--- src/rtl/sdm_adc_data_aurora_recv.sv ---
// sdm_adc_data_aurora_recv
//   De-framer for the SDM/ADC stream arriving from the Aurora RX user interface.
//   Each incoming 64-bit word goes into a small FIFO first. An assembler then
//   hunts for a word with the frame-start flag (bit 63) set. It concatenates the
//   63-bit payloads of FRAME_WORDS consecutive words into one frame, then
//   presents the frame on DOUT together with a one-cycle DOUT_VALID strobe.
//
// Ports
//   CLK              single clock for all logic
//   RESET            asynchronous, active-low reset
//   M_AXI_RX_TDATA   Aurora RX word: [63] frame-start flag, [62:0] payload
//   M_AXI_RX_TVALID  word valid; there is no backpressure
//   DOUT             assembled frame; slot k sits at [63k+62:63k], upper bits zero
//   DOUT_VALID       one-cycle strobe in the cycle DOUT takes a new frame
//   FIFO_FULL        input FIFO occupancy == FIFO_DEPTH (registered)
module sdm_adc_data_aurora_recv #(
    parameter int NCH_ADC    = 20,
    parameter int ADC_CYC    = 20,   // informational only
    parameter int NCH_SDM    = 19,
    parameter int SDM_CYC    = 4,
    parameter int FIFO_DEPTH = 32
) (
    input  logic         CLK,
    input  logic         RESET,
    input  logic [63:0]  M_AXI_RX_TDATA,
    input  logic         M_AXI_RX_TVALID,
    output logic [511:0] DOUT,
    output logic         DOUT_VALID,
    output logic         FIFO_FULL
);

    localparam int FRAME_BITS  = NCH_ADC * 16 + NCH_SDM * 2 * SDM_CYC;
    localparam int FRAME_WORDS = (FRAME_BITS + 62) / 63;
    localparam int AW          = $clog2(FIFO_DEPTH);
    localparam int IW          = (FRAME_WORDS > 2) ? $clog2(FRAME_WORDS) : 1;
    localparam logic [AW:0]   DEPTH_C = (AW + 1)'(FIFO_DEPTH);
    localparam logic [IW-1:0] LAST_C  = IW'(FRAME_WORDS - 1);

    typedef enum logic [1:0] {HUNT, COLLECT, EMIT} state_t;

    // ---------------- input FIFO ----------------
    logic [63:0]   mem_q [FIFO_DEPTH];
    logic [AW-1:0] wr_ptr_q, rd_ptr_q;
    logic [AW:0]   count_q, count_d;
    logic          full_q;
    logic          push, pop, empty;
    logic [63:0]   rd_word;

    // The full check uses the occupancy from before this edge, so a word that
    // arrives while full is dropped even if a pop happens in the same cycle.
    assign push    = M_AXI_RX_TVALID & ~full_q;
    assign empty   = (count_q == '0);
    assign rd_word = mem_q[rd_ptr_q];
    assign count_d = count_q + {{AW{1'b0}}, push} - {{AW{1'b0}}, pop};

    always_ff @(posedge CLK) begin
        if (push) mem_q[wr_ptr_q] <= M_AXI_RX_TDATA;
    end

    always_ff @(posedge CLK or negedge RESET) begin
        if (!RESET) begin
            wr_ptr_q <= '0;
            rd_ptr_q <= '0;
            count_q  <= '0;
            full_q   <= 1'b0;
        end else begin
            if (push) wr_ptr_q <= wr_ptr_q + 1'b1;
            if (pop)  rd_ptr_q <= rd_ptr_q + 1'b1;
            count_q <= count_d;
            full_q  <= (count_d == DEPTH_C);
        end
    end

    // ---------------- frame assembler ----------------
    state_t                        state_q, state_d;
    logic [IW-1:0]                 idx_q, idx_d;
    logic [FRAME_WORDS-1:0][62:0]  slot_q;
    logic                          slot_we;
    logic [IW-1:0]                 slot_sel;
    logic [511:0]                  dout_q;
    logic                          dvalid_q;

    always_comb begin
        state_d  = state_q;
        idx_d    = idx_q;
        slot_we  = 1'b0;
        slot_sel = idx_q;
        pop      = 1'b0;
        case (state_q)
            HUNT: begin
                if (!empty) begin
                    pop = 1'b1;
                    // Unflagged words here are stray or long-frame tails: drop them.
                    if (rd_word[63]) begin
                        slot_we  = 1'b1;
                        slot_sel = '0;
                        idx_d    = IW'(1);
                        state_d  = COLLECT;
                    end
                end
            end
            COLLECT: begin
                if (!empty) begin
                    pop     = 1'b1;
                    slot_we = 1'b1;
                    if (rd_word[63]) begin
                        // A new flag means the previous frame was short. Restart from this word.
                        slot_sel = '0;
                        idx_d    = IW'(1);
                    end else if (idx_q == LAST_C) begin
                        idx_d   = '0;
                        state_d = EMIT;
                    end else begin
                        idx_d = idx_q + 1'b1;
                    end
                end
            end
            EMIT:    state_d = HUNT;
            default: state_d = HUNT;
        endcase
    end

    always_ff @(posedge CLK or negedge RESET) begin
        if (!RESET) begin
            state_q  <= HUNT;
            idx_q    <= '0;
            slot_q   <= '0;
            dout_q   <= '0;
            dvalid_q <= 1'b0;
        end else begin
            state_q  <= state_d;
            idx_q    <= idx_d;
            dvalid_q <= (state_q == EMIT);
            if (slot_we) slot_q[slot_sel] <= rd_word[62:0];
            if (state_q == EMIT) dout_q <= 512'(slot_q);
        end
    end

    assign DOUT       = dout_q;
    assign DOUT_VALID = dvalid_q;
    assign FIFO_FULL  = full_q;

endmodule

--- config.mk ---
export PLATFORM = sky130hd
export DESIGN_NAME = sdm_adc_data_aurora_recv
export DESIGN_NICKNAME = d
export VERILOG_FILES = /design/src/rtl/sdm_adc_data_aurora_recv.sv
export SDC_FILE = /design/constraint.sdc
export NUM_CORES = 2
export LEC_CHECK = 0
export CAP_MARGIN = 20
export CORE_AREA = 5 5 416 725
export CTS_BUF_LIST = sky130_fd_sc_hd__clkbuf_4 sky130_fd_sc_hd__clkbuf_8
export DETAILED_ROUTE_END_ITERATION = 8
export DIE_AREA = 0 0 421 730
export GPL_ROUTABILITY_DRIVEN = 0
export GPL_TIMING_DRIVEN = 0
export PLACE_DENSITY = 0.65
export SETUP_SLACK_MARGIN = 0.4
export SLEW_MARGIN = 20
export SYNTH_ARGS = -nofsm -noshare
export SYNTH_HDL_FRONTEND = slang
export SYNTH_SLANG_ARGS = --single-unit
--- constraint.sdc ---
create_clock -name CLK -period 5.9 [get_ports CLK]
set_input_delay 1.475 -clock CLK [delete_from_list [all_inputs] [get_ports CLK]]
set_output_delay 1.475 -clock CLK [all_outputs]
set_load 0.1 [all_outputs]
==> results by group <==
Power
  – VDD IR max: 272 uV
  – Combinational power share: 34.0%
  – Net switching fraction of the power: 36.6%
  – P_int: just over 40 mW
  – Cell Pwr Density: approximately 470 nW/um2
  – Leakage power: 55.1 nW
  – Sequential group share of total power: 40.9%
  – Sw Pwr: 23.9 mW
  – Clock share of power: 25.1%

Timing
  – Setup tns final: 0 ns
  – Period utilization: between 80% and 90%
  – F_max: 0.188 GHz
  – Minimum clock period: 5.31 ns
  – Final setup fails: 0
  – RSZ-0062 raised after global routing: no
  – Slew Viols, Final: 0
  – Worst Skew: between 0.08 and 0.09 ns
  – Actual slew at the worst max-slew pin: 1.28 ns
  – Slew HR: roughly 15%
  – Hold Fails Final Rpt: 0

Die
  – Core Region: a little under 300000 um2
  – Die X: 421 um
  – I/O pin cnt: between 500 and 600
  – Die area: 307000 um2
  – Starting density of the core: approximately 40%
  – Rows: 264
  – Die height: approximately 730 um

Finish
  – Area growth syn-to-layout: 19.1%
  – Multi-input combinational cell area: 28300 um2
  – Commonest non-fill, non-tap cell in the layout: edfxtp_1
  – Most frequent cells in the layout: 2048 x edfxtp_1, 1538 x nand2_1, 1031 x dfrtp_1, 934 x mux2i_1, 531 x clkdlybuf4s50_1
  – Post-route cell area: 140000 um2
  – Final nets: 8712
  – Fillers: 25100
  – Fraction of layout cells with a size suffix above 1: around 17%
  – Sequential Area: 87300 um2

Routing
  – Top sig layer: met5
  – Met3 WL: 23.6 mm
  – Via density: around 5.5
  – Met2 WL: 195 mm
  – DRT Wirelength: roughly 370 mm
  – Post-DRT Antenna Nets: 0
  – Post-route DRC violation count: 0
  – Vias post-DR: 70000
  – Average wire per standard cell: between 20 and 30 um
  – Violation count after the first detailed-routing iteration: between 6000 and 7000
  – Met1 Wirelength: 123 mm
  – DRT Pass-1 Iters: 6

Yosys
  – Synth async-reset ratio: 33.5%
  – Synth warn: 0
  – Distinct cell type count after synthesis: 46
  – Synthesis-stage register bit count: 3079
  – Top_reg_cell synth: edfxtp_1
  – EDFF count, synth: 2048
  – Post-Syn Area per Cell: 15.7 um2
  – Mapped Cells: 7491
  – Post-Syn Area: 117000 um2
  – Seq/Total Area, Yosys: roughly three quarters

Worst setup path
  – CP arrival: 6.16 ns
  – Worst Path Max Fanout: 10
  – Worst reg-to-reg path cell count: 10
  – Critical path required time: 6.75 ns
  – Setup crit end kind: flip-flop
  – Setup Crit Path Kind: flip-flop to flip-flop
  – Reg-to-Reg End: slot_q[10]$_DFFE_PN0P_
  – Startpoint types: flip-flop
  – Slack of the worst reg-to-reg path: ~0.59 ns
  – FF-to-FF Start: rd_ptr_q[2]$_DFFE_PN0P_

Clocking
  – Clock buffer depth: 4
  – CTS buffer count: 406
  – Post-cts gate resize count: 0
  – CTS Hold Bufs: 0
  – Clk slew on worst S/H paths: 0.07 ns
  – Clk root buf: clkbuf_8
  – Clock Latency Late Sink: 1.05 ns
  – H-tree depth: 5
  – Number of setup buffers added after CTS: 0
  – # clock sinks: 3079
  – Clock tree from TritonCTS: done

Place
  – # port buffers: 572
  – Placed inst area: 131000 um2
  – DP Wirelength: 267 mm

Global route
  – GRT Total Usage: a little under a quarter
  – Total congestion overflow: 0
  – Vias in the first global route: ~70000
  – Global-route wire length before repair: a little over 500 mm
  – Largest net degree at the start of global routing: 144
  – Initial antenna violation count: 46

Run status
  – Status: completed

Job
  – MaxCap Viol Count: 0

Min path
  – Hold Crit Class: input pin to asynchronous set/reset pin
[sequential cells by signal, indices dropped and copies added (netlist names), 2 cells and up]
signal and cells:
DOUT 504, count_q 6, idx_q 3, mem_q 2048, rd_ptr_q 5, slot_q 504
state_q 2, wr_ptr_q 5
[layout make-up]
| class | instances | share of cell area (%) |
|---|---|---|
| Sequential cell | 3079 | 62.5 |
| Clock inverter | 190 | 1.06 |
| Multi-Input combinational cell | 3979 | 20.3 |
| Clock buffer | 546 | 4.91 |
| Inverter | 11 | 0.0295 |
| Tap cell | 3857 | 3.45 |
| Timing Repair Buffer | 723 | 6.37 |
| Antenna cell | 16 | 0.0286 |
| Buffer | 429 | 1.43 |
[power groups by stage]
stage	Combinational, mW	Sequential [mW]	Clock, mW
CTS	22.2	26.7	16.7
detailed placement	22.2	27.1	0
global placement	20.8	27.3	0
finish	22.2	26.7	16.4
floorplan	11.6	27.4	0
global route	22.9	26.9	17.6
[stage by stage]
stage | utilization (%) | cells | power (mW) | hold slack [ns] | setup slack, ns
2_1_floorplan | - | 7498 | 39.0 | 0.432 | 0.543
3_3_place_gp | 43.4 | 11900 | 48.2 | 0.446 | -42.24
3_5_place_dp | 44.6 | 12100 | 49.3 | 0.446 | 0.148
4_1_cts | 47.4 | 12800 | 65.6 | 0.325 | 0.531
5_1_grt | 47.4 | 12800 | 67.4 | 0.399 | 0.666
6_report | 47.4 | 12800 | 65.4 | 0.398 | 0.593
[synthesized netlist by cell type (12+ instances only)]
| master | n | share of area (%) |
|---|---|---|
| clkbuf_1 | 263 | 0.84 |
| mux2i_1 | 934 | 8.0 |
| mux2_2 | 478 | 4.6 |
| nand4_1 | 66 | 0.35 |
| buf_6 | 29 | 0.28 |
| buf_2 | 73 | 0.31 |
| ha_1 | 15 | 0.16 |
| edfxtp_1 | 2048 | 52 |
| mux4_2 | 38 | 0.73 |
| dfrtp_1 | 1031 | 22 |
| nand2_1 | 1538 | 4.9 |
| mux2_1 | 27 | 0.26 |
| a22oi_1 | 473 | 3.0 |
| nor2_1 | 53 | 0.17 |
| nor2b_1 | 27 | 0.14 |
| a21oi_1 | 12 | 0.051 |
| nand3_1 | 236 | 1.0 |
| a211oi_1 | 18 | 0.12 |
| buf_1 | 53 | 0.17 |
[worst max-delay path, cell delays in order (launching register included)]
cell and delay (ns):
dfrtp_1 0.32, buf_4 0.17, buf_6 0.17, nor2b_1 0.18
buf_2 0.57, buf_1 0.96, buf_1 0.80, a22oi_1 0.27
nand3_1 0.30, nand4_1 0.78, mux2_2 0.60
[routing by layer]
layer / track usage [%] / vias up
met5: 0 / -
met4: 14.1 / 28
met3: 4.06 / 952
met2: 43.0 / 3136
met1: 24.5 / 36000
li1: - / 29900
[worst max path at each step]
| stage | to | cells after the start | start |
|---|---|---|---|
| floorplan | mem_q[31][0]$_DFFE_PP_ | 5 | M_AXI_RX_TVALID |
| global placement | DOUT[179]$_DFFE_PN0P_ | 1 | RESET |
| detailed placement | DOUT[107]$_DFFE_PN0P_ | 7 | RESET |
| CTS | slot_q[324]$_DFFE_PN0P_ | 11 | rd_ptr_q[2]$_DFFE_PN0P_ |
| global route | DOUT[237]$_DFFE_PN0P_ | 7 | RESET |
| finish | slot_q[10]$_DFFE_PN0P_ | 10 | rd_ptr_q[2]$_DFFE_PN0P_ |
[logic make-up after synthesis]
kind of cell | after synthesis | share of synthesized area (%)
and+or+nand+nor | 1951 | 6.80
AOI/OAI and AO/OA | 516 | 3.28
buffers and inverters | 440 | 1.71
DFF | 3079 | 74.4
muxes | 1477 | 13.5
adders and majority gates | 16 | 0.177
xor gates and xnor gates | 11 | 0.0821
other | 1 | 0.00320
Power figures use the tool's default switching activity.
